File: src/rtl/pc_gen_pkg.sv
// Shared constants, state encoding and small helpers for the fetch PC generator.
// Optional feature macro used across the slice: PC_MISALIGN_TRAP_EN.
package pc_gen_pkg;

  localparam int          XLEN_DEF      = 32;
  localparam logic [31:0] RESET_VEC_DEF = 32'h0000_0000;
  localparam logic [31:0] TRAP_VEC_DEF  = 32'h0000_0004;

  // Stall polarity shared with the stall controller.
  localparam logic STOP    = 1'b1;
  localparam logic NO_STOP = 1'b0;

  typedef enum logic {
    ST_RUN  = 1'b0,
    ST_HOLD = 1'b1
  } pc_state_e;

  function automatic int idx_width(input int n);
    return (n > 1) ? $clog2(n) : 1;
  endfunction

endpackage

File: src/rtl/pc_gen_if.sv
// Fetch-side bundle of the PC generator: stall/ready in, redirect channels in, PC request out.
// Misalign reporting signals exist only when PC_MISALIGN_TRAP_EN is defined.
interface pc_gen_if
  import pc_gen_pkg::*;
#(
  parameter int XLEN      = XLEN_DEF,
  parameter int NUM_REDIR = 2
);

  logic                      stall_i;
  logic                      fetch_ready_i;
  logic [NUM_REDIR-1:0]      redir_valid_i;
  logic [NUM_REDIR*XLEN-1:0] redir_target_i;
  logic [XLEN-1:0]           pc_o;
  logic                      pc_valid_o;
  logic                      flush_o;
  logic                      pend_o;
`ifdef PC_MISALIGN_TRAP_EN
  logic                      misalign_o;
  logic [XLEN-1:0]           misalign_addr_o;
`endif

  // master: stall controller / redirect sources / fetch unit side
  modport master (
    output stall_i, fetch_ready_i, redir_valid_i, redir_target_i,
`ifdef PC_MISALIGN_TRAP_EN
    input  misalign_o, misalign_addr_o,
`endif
    input  pc_o, pc_valid_o, flush_o, pend_o
  );

  modport slave (
    input  stall_i, fetch_ready_i, redir_valid_i, redir_target_i,
`ifdef PC_MISALIGN_TRAP_EN
    output misalign_o, misalign_addr_o,
`endif
    output pc_o, pc_valid_o, flush_o, pend_o
  );

endinterface

File: src/rtl/pc_gen_redir_arb.sv
// Fixed-priority redirect arbiter: highest channel index wins; emits raw and
// instruction-aligned target of the winner.
module pc_gen_redir_arb
  import pc_gen_pkg::*;
#(
  parameter int XLEN       = XLEN_DEF,
  parameter int NUM_REDIR  = 2,
  parameter int INST_BYTES = 4,
  localparam int WIN_W     = idx_width(NUM_REDIR)
) (
  input  logic [NUM_REDIR-1:0]      i_valid,
  input  logic [NUM_REDIR*XLEN-1:0] i_target,
  output logic                      o_any,
  output logic [WIN_W-1:0]          o_win,
  output logic [XLEN-1:0]           o_target_raw,
  output logic [XLEN-1:0]           o_target_aligned
);

  localparam logic [XLEN-1:0] ALIGN_MASK = XLEN'(INST_BYTES - 1);

  logic [XLEN-1:0]  w_tgt [NUM_REDIR];
  logic [WIN_W-1:0] w_win;

  generate
    for (genvar gi = 0; gi < NUM_REDIR; gi++) begin : g_unpack
      assign w_tgt[gi] = i_target[gi*XLEN +: XLEN];
    end
  endgenerate

  // Ascending scan: the last valid channel seen is the highest-priority one.
  always_comb begin
    w_win = '0;
    for (int k = 0; k < NUM_REDIR; k++) begin
      if (i_valid[k]) w_win = WIN_W'(k);
    end
  end

  assign o_any            = |i_valid;
  assign o_win            = w_win;
  assign o_target_raw     = w_tgt[w_win];
  assign o_target_aligned = w_tgt[w_win] & ~ALIGN_MASK;

endmodule

File: src/rtl/pc_gen.sv
// Fetch-stage PC generator: sequential advance, prioritised redirects, one buffered
// redirect while stalled. Optional misaligned-target trap under PC_MISALIGN_TRAP_EN.
module pc_gen
  import pc_gen_pkg::*;
#(
  parameter int              XLEN       = XLEN_DEF,
  parameter int              NUM_REDIR  = 2,
  parameter int              INST_BYTES = 4,
  parameter logic [XLEN-1:0] RESET_VEC  = XLEN'(RESET_VEC_DEF)
`ifdef PC_MISALIGN_TRAP_EN
  ,
  parameter logic [XLEN-1:0] TRAP_VEC   = XLEN'(TRAP_VEC_DEF)
`endif
) (
  input logic       clk,
  input logic       rst,
  pc_gen_if.slave   bus
);

  localparam int              WIN_W      = idx_width(NUM_REDIR);
  localparam logic [XLEN-1:0] ALIGN_MASK = XLEN'(INST_BYTES - 1);

  pc_state_e        r_state;
  logic [XLEN-1:0]  r_pc;
  logic             r_valid;
  logic             r_flush;
  logic [XLEN-1:0]  r_pend_tgt;
  logic [WIN_W-1:0] r_pend_idx;
`ifdef PC_MISALIGN_TRAP_EN
  logic             r_misalign;
  logic [XLEN-1:0]  r_misalign_addr;
`endif

  logic             w_any;
  logic [WIN_W-1:0] w_win;
  logic [XLEN-1:0]  w_arb_raw;
  logic [XLEN-1:0]  w_arb_aligned;
  logic             w_stalled;
  logic             w_adv;
  logic             w_new_wins;
  logic             w_use_pend;
  logic             w_load;
  logic             w_latch;
  logic [XLEN-1:0]  w_ld_aligned;
  logic [XLEN-1:0]  w_ld_pc;
`ifdef PC_MISALIGN_TRAP_EN
  logic [XLEN-1:0]  w_ld_raw;
  logic             w_ld_mis;
`endif

  pc_gen_redir_arb #(
    .XLEN       (XLEN),
    .NUM_REDIR  (NUM_REDIR),
    .INST_BYTES (INST_BYTES)
  ) u_arb (
    .i_valid          (bus.redir_valid_i),
    .i_target         (bus.redir_target_i),
    .o_any            (w_any),
    .o_win            (w_win),
    .o_target_raw     (w_arb_raw),
    .o_target_aligned (w_arb_aligned)
  );

  assign w_stalled  = (bus.stall_i == STOP);
  assign w_adv      = r_valid & bus.fetch_ready_i & ~w_stalled;
  // Ties go to the newer request so a re-issued redirect refreshes the buffer.
  assign w_new_wins = w_any & (w_win >= r_pend_idx);
  assign w_use_pend = (r_state == ST_HOLD) & ~w_new_wins;

  assign w_load  = ~w_stalled & ((r_state == ST_HOLD) | w_any);
  assign w_latch = w_stalled & ((r_state == ST_RUN) ? w_any : w_new_wins);

  assign w_ld_aligned = w_use_pend ? (r_pend_tgt & ~ALIGN_MASK) : w_arb_aligned;

`ifdef PC_MISALIGN_TRAP_EN
  assign w_ld_raw = w_use_pend ? r_pend_tgt : w_arb_raw;
  assign w_ld_mis = |(w_ld_raw & ALIGN_MASK);
  assign w_ld_pc  = w_ld_mis ? TRAP_VEC : w_ld_aligned;
`else
  assign w_ld_pc  = w_ld_aligned;
`endif

  always_ff @(posedge clk) begin
    if (rst) begin
      r_state    <= ST_RUN;
      r_pc       <= RESET_VEC;
      r_valid    <= 1'b0;
      r_flush    <= 1'b0;
      r_pend_tgt <= '0;
      r_pend_idx <= '0;
`ifdef PC_MISALIGN_TRAP_EN
      r_misalign      <= 1'b0;
      r_misalign_addr <= '0;
`endif
    end else begin
      r_valid <= 1'b1;
      r_flush <= 1'b0;
`ifdef PC_MISALIGN_TRAP_EN
      r_misalign <= 1'b0;
`endif

      if (w_load) begin
        r_pc    <= w_ld_pc;
        r_flush <= 1'b1;
`ifdef PC_MISALIGN_TRAP_EN
        if (w_ld_mis) begin
          r_misalign      <= 1'b1;
          r_misalign_addr <= w_ld_raw;
        end
`endif
      end else if ((r_state == ST_RUN) && !w_any && w_adv) begin
        r_pc <= r_pc + XLEN'(INST_BYTES);
      end

      if (w_latch) begin
        r_pend_tgt <= w_arb_raw;
        r_pend_idx <= w_win;
      end

      case (r_state)
        ST_RUN:  if (w_any && w_stalled) r_state <= ST_HOLD;
        ST_HOLD: if (!w_stalled)         r_state <= ST_RUN;
        default:                         r_state <= ST_RUN;
      endcase
    end
  end

  assign bus.pc_o       = r_pc;
  assign bus.pc_valid_o = r_valid;
  assign bus.flush_o    = r_flush;
  assign bus.pend_o     = (r_state == ST_HOLD);
`ifdef PC_MISALIGN_TRAP_EN
  assign bus.misalign_o      = r_misalign;
  assign bus.misalign_addr_o = r_misalign_addr;
`endif

endmodule

File: src/flat_wrapper.sv
// flat-port wrapper written by rule: the top's interface ports become plain ports
module pc_gen_flat import pc_gen_pkg::*;
#(
  parameter int              XLEN       = XLEN_DEF,
  parameter int              NUM_REDIR  = 2,
  parameter int              INST_BYTES = 4,
  parameter logic [XLEN-1:0] RESET_VEC  = XLEN'(RESET_VEC_DEF)

)
  (clk, rst, bus_stall_i, bus_fetch_ready_i, bus_redir_valid_i, bus_redir_target_i, bus_pc_o, bus_pc_valid_o, bus_flush_o, bus_pend_o);
  pc_gen_if #(.XLEN(XLEN), .NUM_REDIR(NUM_REDIR)) bus_i ();
  input logic clk;
  input logic rst;
  input wire logic [$bits(bus_i.stall_i)-1:0] bus_stall_i;
  input wire logic [$bits(bus_i.fetch_ready_i)-1:0] bus_fetch_ready_i;
  input wire logic [$bits(bus_i.redir_valid_i)-1:0] bus_redir_valid_i;
  input wire logic [$bits(bus_i.redir_target_i)-1:0] bus_redir_target_i;
  output wire logic [$bits(bus_i.pc_o)-1:0] bus_pc_o;
  output wire logic [$bits(bus_i.pc_valid_o)-1:0] bus_pc_valid_o;
  output wire logic [$bits(bus_i.flush_o)-1:0] bus_flush_o;
  output wire logic [$bits(bus_i.pend_o)-1:0] bus_pend_o;
  assign bus_i.stall_i = bus_stall_i;
  assign bus_i.fetch_ready_i = bus_fetch_ready_i;
  assign bus_i.redir_valid_i = bus_redir_valid_i;
  assign bus_i.redir_target_i = bus_redir_target_i;
  assign bus_pc_o = bus_i.pc_o;
  assign bus_pc_valid_o = bus_i.pc_valid_o;
  assign bus_flush_o = bus_i.flush_o;
  assign bus_pend_o = bus_i.pend_o;
  pc_gen #(.XLEN(XLEN), .NUM_REDIR(NUM_REDIR), .INST_BYTES(INST_BYTES), .RESET_VEC(RESET_VEC)) u_core (.clk(clk), .rst(rst), .bus(bus_i));
endmodule
File: config.mk
export PLATFORM = sky130hd
export DESIGN_NAME = pc_gen_flat
export DESIGN_NICKNAME = d
export VERILOG_FILES = /design/src/rtl/pc_gen_pkg.sv /design/src/rtl/pc_gen_if.sv /design/src/rtl/pc_gen_redir_arb.sv /design/src/rtl/pc_gen.sv /design/src/flat_wrapper.sv
export SDC_FILE = /design/constraint.sdc
export NUM_CORES = 1
export LEC_CHECK = 0
export CELL_PAD_IN_SITES_DETAIL_PLACEMENT = 2
export CELL_PAD_IN_SITES_GLOBAL_PLACEMENT = 2
export CORE_ASPECT_RATIO = 2
export CORE_MARGIN = 5
export CORE_UTILIZATION = 30
export DETAILED_ROUTE_END_ITERATION = 12
export GPL_ROUTABILITY_DRIVEN = 0
export PLACE_DENSITY = 0.91
export SLEW_MARGIN = 20
export SYNTH_ARGS = -nofsm -noshare
export SYNTH_HDL_FRONTEND = slang
export SYNTH_SLANG_ARGS = --single-unit
File: constraint.sdc
create_clock -name clk -period 4.9 [get_ports clk]
set_input_delay 0.98 -clock clk [delete_from_list [all_inputs] [get_ports clk]]
set_output_delay 0.98 -clock clk [all_outputs]
set_load 0.01 [all_outputs]
* Word-level counts from Yosys, hierarchy flattened
Cells that the tools add are included.
Operators by class: $add $sub $neg 1, magnitude comparators 2, multiplexer cells 13, bitwise logic cells 11, reductions and logical operators 6
Operators by type and width (count):
- 32-bit two-way mux | 6
- 32-bit by 3-bit adder with 32-bit output, second input constant | 1
- 1-bit bitwise AND | 6
- 1-bit two-way mux | 6
- 1-bit logical AND | 3
- 1-bit NOT | 3
- 2-bit >= comparator, second input constant | 1
- 1-bit NOT with 2-bit output | 1
- 1-bit one-hot mux with 2 select lines | 1
- 2-bit nonzero test | 1
- 2-bit OR reduction | 1
- 1-bit >= comparator | 1
- 1-bit zero test | 1
- 1-bit OR | 1
Word-level totals: bits in registers 68, input bits 70, output and inout bits 35, logic and storage cells 39

* Longest topological paths before layout
Gate-level depths: netlist of the first run.
depth in word-level cells 7, gate-level depth with buffers 8, depth with buffers taken out 6

* Hierarchy
A second synthesis of the first run with hierarchy kept.
Second synthesis, totals: cells, all modules 489, area total of the unflattened synthesis 4189.0 µm²
Modules (own cells, without submodules):
- pc_gen | instances 1, cells each 418, area each 3390.8 µm², seq. area each 1321.3 µm²
- pc_gen_redir_arb | instances 1, cells each 71, area each 798.3 µm², seq. area each 0.0 µm²

* Worst setup path before layout of the first run
Ideal clock, no wire load.
kind in2reg, from input bus_redir_valid_i[1], to register u_core.r_pc[25] (netlist: u_core.bus.pc_o[25]), library setup time 0.069 ns, arrival 2.233 ns, required time 4.831 ns, slack 2.598 ns, stages 8, path buffers 3, cells stage by stage buf_6 > or3_4 > nand2b_1 > buf_2 > buf_4 > nand3_1 > mux2_2 > o21ai_1
Between the ends: cells in the longest elaborated chain, start to end 7, elaborated cells between the ends (all ways) 18, classes of those cells order compare (1); mux (6); bitwise (6); reduce/logical (5)
Ends and longest elaborated chain:
- start: declaration | RTL line flat_wrapper.sv:16 | input wire logic [$bits(bus_i.redir_valid_i)-1:0] bus_redir_valid_i;
- 1-bit two-way mux | RTL line pc_gen_redir_arb.sv:34 | if (i_valid[k]) w_win = WIN_W'(k);
- 1-bit NOT with 2-bit output (not written as such) or 1-bit >= comparator (tied branches) | RTL line pc_gen_redir_arb.sv:41, pc_gen.sv:67
- 32-bit two-way mux (not written as such) or 1-bit bitwise AND (tied branches) | RTL line pc_gen_redir_arb.sv:41, pc_gen.sv:67
- 32-bit two-way mux (not written as such) or 1-bit NOT (tied branches) | RTL line pc_gen_redir_arb.sv:41, pc_gen.sv:68
- 32-bit two-way mux (not written as such) or 1-bit bitwise AND (tied branches) | RTL line pc_gen_redir_arb.sv:41, pc_gen.sv:68
- 32-bit two-way mux | RTL line pc_gen.sv:73 | assign w_ld_aligned = w_use_pend ? (r_pend_tgt & ~ALIGN_MASK) : w_arb_aligned;
- 32-bit two-way mux | RTL line pc_gen.sv:102 | if (w_load) begin
- end signal: assignment | RTL line pc_gen.sv:103 | r_pc <= w_ld_pc;
- end signal: assignment | RTL line pc_gen.sv:112 | r_pc <= r_pc + XLEN'(INST_BYTES);
- end: declaration | RTL line pc_gen.sv:24 | logic [XLEN-1:0] r_pc;
Parallel ways exist; a longest one is shown, timed or not. The select of a mux whose other input is x is not followed. A chain may end at the register's enable or synchronous reset.

* Worst setup path in the final report of the first run
from input bus_redir_valid_i[0], to register u_core.r_pc[22] (netlist: u_core.bus.pc_o[22])
Between the ends: cells in the longest elaborated chain, start to end 6, elaborated cells between the ends (all ways) 12, classes of those cells mux (2); bitwise (5); reduce/logical (5)
Ends and longest elaborated chain:
- 2-bit OR reduction * | RTL line pc_gen_redir_arb.sv:38 | assign o_any = |i_valid;
- 1-bit bitwise AND | RTL line pc_gen.sv:67 | assign w_new_wins = w_any & (w_win >= r_pend_idx);
- 1-bit NOT | RTL line pc_gen.sv:68 | assign w_use_pend = (r_state == ST_HOLD) & ~w_new_wins;
- 1-bit bitwise AND | RTL line pc_gen.sv:68
- 32-bit two-way mux | RTL line pc_gen.sv:73
- 32-bit two-way mux | RTL line pc_gen.sv:102
Mark *: on every way between the ends. The rest lies on a longest branch, timed or not.

==> flow_summary.toml, run 1 <==
[run_status]
status = "complete, no violations"

[logic_synthesis]
synth_top_family_by_area = "simple AND/OR/NAND/NOR gates"
synth-compound-area-share = 0.220
synthCells = 438
synth_area_leader_cell = "dfxtp_1"
synth_xor_area_frac = 0.00233
synth-seq-cells = 64
muxShareOfSynthArea = 0.150
synthAdderAreaFrac = 0.00332
synthDominantCellAreaShare = 0.340
synth-main-ff-cell = "dfxtp_1"
yosys-top-cells-area = "dfxtp_1 (34%), mux2i_1 (11%), a211oi_1 (6.6%), nor2_1 (4.2%), nand2_1 (3.5%)"
synth_edf_count = 0
seq_area_frac_synth = 0.340
netlist_area_sq_mm = 0.00376
synth-simple-area-share = 0.226
avgSynthCellArea_sq_um = 8.59
yosysUniqueCellTypes = 60
async_reset_ff_frac = 0
yosys_warnings = 0

[pwr]
ir_worst_vdd_mv = 0.205
power_density_mw_per_mm2 = 311
p_leak_uw = 0.00197

[route]
drc_errors = 0
drtIter0Drc = 214
finalWirelength_mm = 15.0
post_drt_wl_per_cell_microns = 22.4
route.vias.total = 3860
viasPerCell = 5.77
detail-route-antenna-nets = 0
drt-pass1-iter-count = 5

[grt]
grt_pass1_vias = 4176
grt-ovfl-total = 0
grt_max_degree = 54
grt_antenna_before_repair = 0
grt_first_pass_wirelength_mm = 23.5
grt_use_total = 0.205

[timing]
tightest_slew_ns = 0.895
period_minus_slack_ns = 3.16
clock_skew_ns = 0.00772
setup_violations = 0
max-slew-margin-rel = 0.401
fmax_mhz = 316
maxSlewViolCount = 0
rsz0062_at_grt = "no"
finalCritPeriodShare = 0.645
finalHoldViolCount = 0
finalSetupTns_ns = 0

[layout]
insertedDiodeCount = 0
stdcell_count = 669
drive_above_1_share = 0.0925
fin_area_sq_mm = 0.00508
final_util = 0.407
nNetsFinal = 586
n_fill_cell = 1404
synthToLayoutAreaGrowth_pct = 35.0
final_common_cell = "clkdlybuf4s50_1"
most-common-layout-cells = "clkdlybuf4s50_1 (96), dfxtp_1 (64), mux2i_1 (43), nor2_1 (41), nand2_1 (35)"

[clocking]
cts_max_level = 3
cts_tree = "done"
postCtsSetupBuffers = 0
cts_inserted_buffers = 9
cts_root_buffer = "clkbuf_16"
hold_buffers = 0
clock_latency_ns = 0.34
ctsResizeCount = 0
clockBufferDepth = 2
clk_pin_slew_worst_paths_ns = 0.05
clock_sinks = 64

[floorplan]
start_util = 0.302
die_h_microns = 168
die_w_microns = 89.2
ios = 105
row_count = 58
die-area_sq_mm = 0.0150
core_sq_mm = 0.0125

[setup_path]
arrival_ns = 3.42
cp.required_ns = 5.15
path_cells = "clkdlybuf4s50_1 -> nor3_2 -> nor2_2 -> buf_4 -> or3_1 -> mux2_2 -> a31oi_1"
crit_type = "primary input to flip-flop"
slowest_delay_ns = 0.55
cp_slowest_cell = "clkdlybuf4s50_1"
critPathMaxFanout = 17
setup.worst_path.end_class = "flip-flop"
worst_setup_path_start_kind = "primary input"

[placed_design]
dpl.cell_count = 653
place_area_sq_mm = 0.00476
port_buffers = 98
dp_hpwl_mm = 10.9

[worst_hold_path]
hp-class = "flip-flop to flip-flop"

[job]
maxCapViolCount = 0
worst max-delay path: cells and delay by family:
kind	cells	cell delay, ns
multiplexers	1	0.28
buffers and inverters	2	0.83
AND/OR/NAND/NOR	3	1.12
AO/OA/AOI/OAI	1	0.20
flip-flops by register name, summed over array words and instances (netlist names):
| register | flops |
|---|---|
| u_core.r_pend_tgt | 30 |
| u_core.bus.pc_valid_o | 1 |
| u_core.r_pend_idx | 1 |
| u_core.bus.pend_o | 1 |
| u_core.bus.pc_o | 30 |
| u_core.bus.flush_o | 1 |
worst paths after layout:
check | startpoint | to | slack, ns | cells past startpoint
setup / recovery | bus_redir_valid_i[0] | u_core.bus.pc_o[22]$_SDFFE_PP0P_ | 1.74 | 7
hold / removal | u_core.r_pend_tgt[26]$_SDFFE_PP0P_ | u_core.r_pend_tgt[26]$_SDFFE_PP0P_ | 0.50 | 2
setup reg to reg | u_core.bus.pc_o[3]$_SDFFE_PP0P_ | u_core.bus.pc_o[29]$_SDFFE_PP0P_ | 2.42 | 5
hold reg to reg | u_core.r_pend_tgt[26]$_SDFFE_PP0P_ | u_core.r_pend_tgt[26]$_SDFFE_PP0P_ | 0.50 | 2
synth_stat cells (10+ instances only):
library cell,instances
and3_1,10
a211oi_1,33
o21ai_0,14
clkbuf_1,14
nand3_1,11
o211ai_1,11
nor2_1,42
mux2i_1,43
buf_2,14
nand2_1,35
mux2_2,11
dfxtp_1,64
a21oi_1,16
per-stage QoR:
stage               setup slack (ns)  hold WS [ns]  total power [uW]
floorplan                       2.60         0.450               775
finish                          1.74         0.499              1580
CTS                             1.61         0.505              1590
detailed placement              1.35         0.492               937
global route                    1.71         0.537              1640
global placement                1.48         0.460               914
cell families after synthesis:
family,Yosys count
DFF,64
xor gates and xnor gates,1
other,1
muxes,55
AOI/OAI and AO/OA,115
buffers and inverters,43
adders and majority gates,1
and+or+nand+nor,158
final cells by class:
class,instances,area (sq um),area share
multi-input cells,332,2280,0.448
flip-flops and latches,64,1280,0.252
repair buffers,103,1030,0.202
clock buffers,11,243,0.0478
well taps,150,188,0.0369
clock inverters,4,45.0,0.00887
inverters,5,18.8,0.00369
per-layer routing:
layer  wire length, microns  track usage  up-vias
met1                   5720        0.230     1931
met5                      0            0        -
li1                       -            -     1804
met3                    581       0.0313       25
met4                    401       0.0836        0
met2                   8290        0.371      100
report_power, final:
| part | total, uW | switching, uW | internal [uW] |
|---|---|---|---|
| combinational | 318 | 156 | 162 |
| clock | 643 | 241 | 402 |
| sequential | 617 | 52.4 | 565 |
No activity file was read; power rests on OpenSTA's default activity.
==> inputs of run 2 (changes only) <==
--- a/config.mk
+++ b/config.mk
@@ -9,10 +9,10 @@
 export CELL_PAD_IN_SITES_GLOBAL_PLACEMENT = 2
 export CORE_ASPECT_RATIO = 2
 export CORE_MARGIN = 5
-export CORE_UTILIZATION = 30
+export CORE_UTILIZATION = 25
 export DETAILED_ROUTE_END_ITERATION = 12
 export GPL_ROUTABILITY_DRIVEN = 0
-export PLACE_DENSITY = 0.91
+export PLACE_DENSITY = 0.82
 export SLEW_MARGIN = 20
 export SYNTH_ARGS = -nofsm -noshare
 export SYNTH_HDL_FRONTEND = slang
==> constraint.sdc (replaced) <==
create_clock -name clk -period 2.7 [get_ports clk]
set_input_delay 0.54 -clock clk [delete_from_list [all_inputs] [get_ports clk]]
set_output_delay 0.54 -clock clk [all_outputs]
set_load 0.01 [all_outputs]
==> flow_summary.toml, run 2 (synthesis gave the netlist of run 1 again) <==
[floorplan]
core_sq_mm = 0.0148
die-area_sq_mm = 0.0178
ios = 105
die_w_microns = 96.8
die_h_microns = 184
start_util = 0.254
row_count = 63

[clocking]
cts_tree = "done"
clock_latency_ns = 0.34
clockBufferDepth = 2
postCtsSetupBuffers = 0
clk_pin_slew_worst_paths_ns = 0.06
cts_inserted_buffers = 9
clock_sinks = 64
cts_max_level = 3
hold_buffers = 0
cts_root_buffer = "clkbuf_16"
ctsResizeCount = 0

[setup_path]
setup.worst_path.end_class = "flip-flop"
worst_setup_path_start_kind = "primary input"
arrival_ns = 2.40
timing.rr.start = "u_core.bus.pc_o[2]$_SDFFE_PP0P_"
cp.required_ns = 2.92
worstSetupEndpoint = "u_core.bus.pc_o[15]$_SDFFE_PP0P_"
critPathMaxFanout = 9
crit_path_start = "bus_stall_i"
rr_endpoint = "u_core.bus.pc_o[18]$_SDFFE_PP0P_"
reg2reg_depth = 6
crit_type = "primary input to flip-flop"
reg2reg_slack_ns = 0.55

[route]
route.vias.total = 3877
drt-pass1-iter-count = 4
drc_errors = 0
viasPerCell = 5.30
detail-route-antenna-nets = 0
finalWirelength_mm = 15.0
post_drt_wl_per_cell_microns = 20.6
drtIter0Drc = 122

[grt]
grt-ovfl-total = 0
grt_antenna_before_repair = 0
grt_max_degree = 58
grt_pass1_vias = 4393
grt_first_pass_wirelength_mm = 23.6
grt_use_total = 0.167

[timing]
clock_skew_ns = 0.00936
rsz0062_at_grt = "no"
finalHoldViolCount = 0
fmax_mhz = 458
period_minus_slack_ns = 2.18
max-slew-margin-rel = 0.559
setup_violations = 0
finalSetupTns_ns = 0
maxSlewViolCount = 0
finalCritPeriodShare = 0.808
tightest_slew_ns = 0.661

[layout]
insertedDiodeCount = 0
final_common_cell = "clkdlybuf4s50_1"
n_fill_cell = 1692
fin_area_sq_mm = 0.00527
nNetsFinal = 602
drive_above_1_share = 0.118
synthToLayoutAreaGrowth_pct = 40.1
final_util = 0.356
most-common-layout-cells = "clkdlybuf4s50_1 (96), dfxtp_1 (64), mux2i_1 (43), nor2_1 (42), nand2_1 (35)"

[worst_hold_path]
hp-class = "flip-flop to flip-flop"

[job]
maxCapViolCount = 0

[placed_design]
port_buffers = 98
place_area_sq_mm = 0.00497
dp_hpwl_mm = 11.3

[pwr]
finalPower_uw = 2900
p_leak_uw = 0.00205
ir_worst_vdd_mv = 0.291
power_density_mw_per_mm2 = 550

[run_status]
status = "complete, no violations"
[run 2: worst min path at each step]
stage                                                   from                            endpoint  depth (start not counted)
after detailed placement      u_core.r_pend_idx$_SDFFE_PP0P_      u_core.r_pend_idx$_SDFFE_PP0P_                          2
after global placement        u_core.r_pend_idx$_SDFFE_PP0P_      u_core.r_pend_idx$_SDFFE_PP0P_                          2
after global routing      u_core.r_pend_tgt[12]$_SDFFE_PP0P_  u_core.r_pend_tgt[12]$_SDFFE_PP0P_                          2
final                         u_core.r_pend_idx$_SDFFE_PP0P_      u_core.r_pend_idx$_SDFFE_PP0P_                          2
after floorplan               u_core.r_pend_idx$_SDFFE_PP0P_      u_core.r_pend_idx$_SDFFE_PP0P_                          2
after CTS                     u_core.r_pend_idx$_SDFFE_PP0P_      u_core.r_pend_idx$_SDFFE_PP0P_                          2
[run 2: metal layers]
layer,routed length (microns),GRT usage,vias up
met2,8400,0.324,96
met1,5670,0.171,1927
met5,0,0,-
li1,-,-,1823
met3,435,0.0270,31
met4,541,0.0793,0
[run 2: final cells by class]
type | count | area, sq um | area share
multi-input cells | 332 | 2270 | 0.431
inverters | 5 | 18.8 | 0.00356
clock inverters | 3 | 40.0 | 0.00760
well taps | 195 | 244 | 0.0463
clock buffers | 13 | 260 | 0.0494
repair buffers | 119 | 1150 | 0.219
flip-flops and latches | 64 | 1280 | 0.243
[run 2: per-stage QoR]
step / hold slack, ns / instances / worst slack, ns
5_1_grt: 0.532 / 731 / 0.415
3_5_place_dp: 0.481 / 715 / 0.229
4_1_cts: 0.493 / 731 / 0.495
2_1_floorplan: 0.450 / 439 / 0.838
3_3_place_gp: 0.462 / 715 / 0.350
6_report: 0.493 / 731 / 0.517
[run 2: report_power, final]
group	switching [uW]	total, uW	internal (uW)
logic	276	579	302
clock network	437	1200	763
registers	95.3	1120	1020
[run 2: worst max-delay path: stages]
cell             delay (ns)
clkdlybuf4s50_1        0.58
nand3b_1               0.37
nor3_2                 0.20
buf_4                  0.18
a311oi_1               0.11
a2111oi_2              0.40
==> inputs of run 3 (changes only) <==
==> constraint.sdc (replaced) <==
create_clock -name clk -period 1.95 [get_ports clk]
set_input_delay 0.39 -clock clk [delete_from_list [all_inputs] [get_ports clk]]
set_output_delay 0.39 -clock clk [all_outputs]
set_load 0.01 [all_outputs]
==> flow_summary.toml, run 3 (synthesis gave the netlist of run 1 again) <==
[setup_path]
crit_family = "simple AND/OR/NAND/NOR gates"
path_buf_inv = 2
arrival_ns = 2.18
critPathMaxFanout = 5
cp_slowest_cell = "or4_1"
crit_type = "flip-flop to flip-flop"
cp.required_ns = 2.22
worst_setup_path_start_kind = "flip-flop"
setup.worst_path.end_class = "flip-flop"
critical_path.most_common_cell = "buf_4"
path_cells = "nand2_2 -> nor4_4 -> buf_4 -> buf_4 -> nand4_1 -> or4_1 -> a31oi_1"
slowest_delay_ns = 0.43

[run_status]
status = "complete, no violations"

[grt]
grt-ovfl-total = 0
grt_antenna_before_repair = 0
grt_first_pass_wirelength_mm = 26.6
grt_max_degree = 37
grt_use_total = 0.191
grt_pass1_vias = 4656

[route]
post_drt_wl_per_cell_microns = 21.9
detail-route-antenna-nets = 0
drt-pass1-iter-count = 4
drtIter0Drc = 131
drc_errors = 0
viasPerCell = 5.32
finalWirelength_mm = 17.1
route.vias.total = 4155

[worst_hold_path]
hp-class = "primary input to flip-flop"

[timing]
period_minus_slack_ns = 1.91
finalHoldViolCount = 0
fmax_mhz = 523
maxSlewViolCount = 0
rsz0062_at_grt = "yes"
tightest_slew_ns = 0.532
finalCritPeriodShare = 0.981
holdWs_ns = 0.454
max-slew-margin-rel = 0.645
setup_violations = 0
clock_skew_ns = 0.00906

[floorplan]
core_sq_mm = 0.0148
die_h_microns = 184
start_util = 0.254
die_w_microns = 96.8
row_count = 63
ios = 105
die-area_sq_mm = 0.0178

[layout]
nNetsFinal = 652
multi_input_comb_area_sq_mm = 0.00232
synthToLayoutAreaGrowth_pct = 53.4
seq_area_sq_mm = 0.00128
fin_area_sq_mm = 0.00577
insertedDiodeCount = 0
drive_above_1_share = 0.217
stdcell_count = 781
n_fill_cell = 1662
final_util = 0.390
most-common-layout-cells = "clkdlybuf4s50_1 (95), buf_4 (66), dfxtp_1 (62), mux2i_1 (43), nor2_1 (40)"
final_common_cell = "clkdlybuf4s50_1"

[clocking]
clock_latency_ns = 0.34
cts_inserted_buffers = 9
clock_sinks = 64
clockBufferDepth = 2
cts_max_level = 3
hold_buffers = 0
cts_tree = "done"
clk_pin_slew_worst_paths_ns = 0.06
cts_root_buffer = "clkbuf_16"

[pwr]
power_density_mw_per_mm2 = 753
ir_worst_vdd_mv = 0.379
p_leak_uw = 0.00234

[job]
maxCapViolCount = 0

[placed_design]
place_area_sq_mm = 0.00537
port_buffers = 98
dpl.cell_count = 763
dp_hpwl_mm = 12.8
-- run 3: routing by layer --
metal  share of wire  global-route usage  wire [microns]  vias up
met1            0.37               0.197            6370     2066
li1                -                   -               -     1927
met5               0                   0               0        -
met4           0.043              0.0973             728        0
met3           0.032              0.0391             550       49
met2            0.55               0.359            9420      113
-- run 3: cell type report --
class,instances,share of cell area
Clock buffer,12,0.0462
Timing Repair Buffer,169,0.271
Sequential cell,64,0.222
Tap cell,195,0.0423
Multi-Input combinational cell,332,0.402
Clock inverter,4,0.0130
Inverter,5,0.00325
-- run 3: per-stage QoR --
step                      setup WS, ns  setup TNS, ns  total power [uW]
final                           0.0366              0              4350
after global placement          -0.260          -4.33              2420
after floorplan                 0.0948              0              1950
after CTS                      0.00536              0              4370
after global routing           -0.0339         -0.114              4520
after detailed placement        -0.461         -11.80              2480
-- run 3: worst paths after layout --
path                                           start                            endpoint  slack [ns]  cells after the start
setup / recovery     u_core.bus.pc_o[8]$_SDFFE_PP0P_    u_core.bus.pc_o[29]$_SDFFE_PP0P_        0.04                      7
hold / removal                  bus_redir_valid_i[1]      u_core.r_pend_idx$_SDFFE_PP0P_        0.45                      3
setup reg to reg     u_core.bus.pc_o[8]$_SDFFE_PP0P_    u_core.bus.pc_o[29]$_SDFFE_PP0P_        0.04                      7
hold reg to reg   u_core.r_pend_tgt[29]$_SDFFE_PP0P_  u_core.r_pend_tgt[29]$_SDFFE_PP0P_        0.50                      2
-- run 3: worst register-to-register path, delay by kind of cell, from the launching register on --
family,cells,cell delay [ns]
flip-flops,1,0.36
AO/OA/AOI/OAI,1,0.17
buffers and inverters,2,0.31
AND/OR/NAND/NOR,4,0.99
-- run 3: repair_timing --
action                     CTS  global route
setup buffers                1             1
setup endpoints to repair   17            17
pin swaps                    0             2
gates resized for setup      6             8
-- run 3: power breakdown --
group	total, uW	switching [uW]	internal, uW
logic	966	466	499
clock network	1860	636	1220
registers	1520	101	1420
total	4350	1200	3140
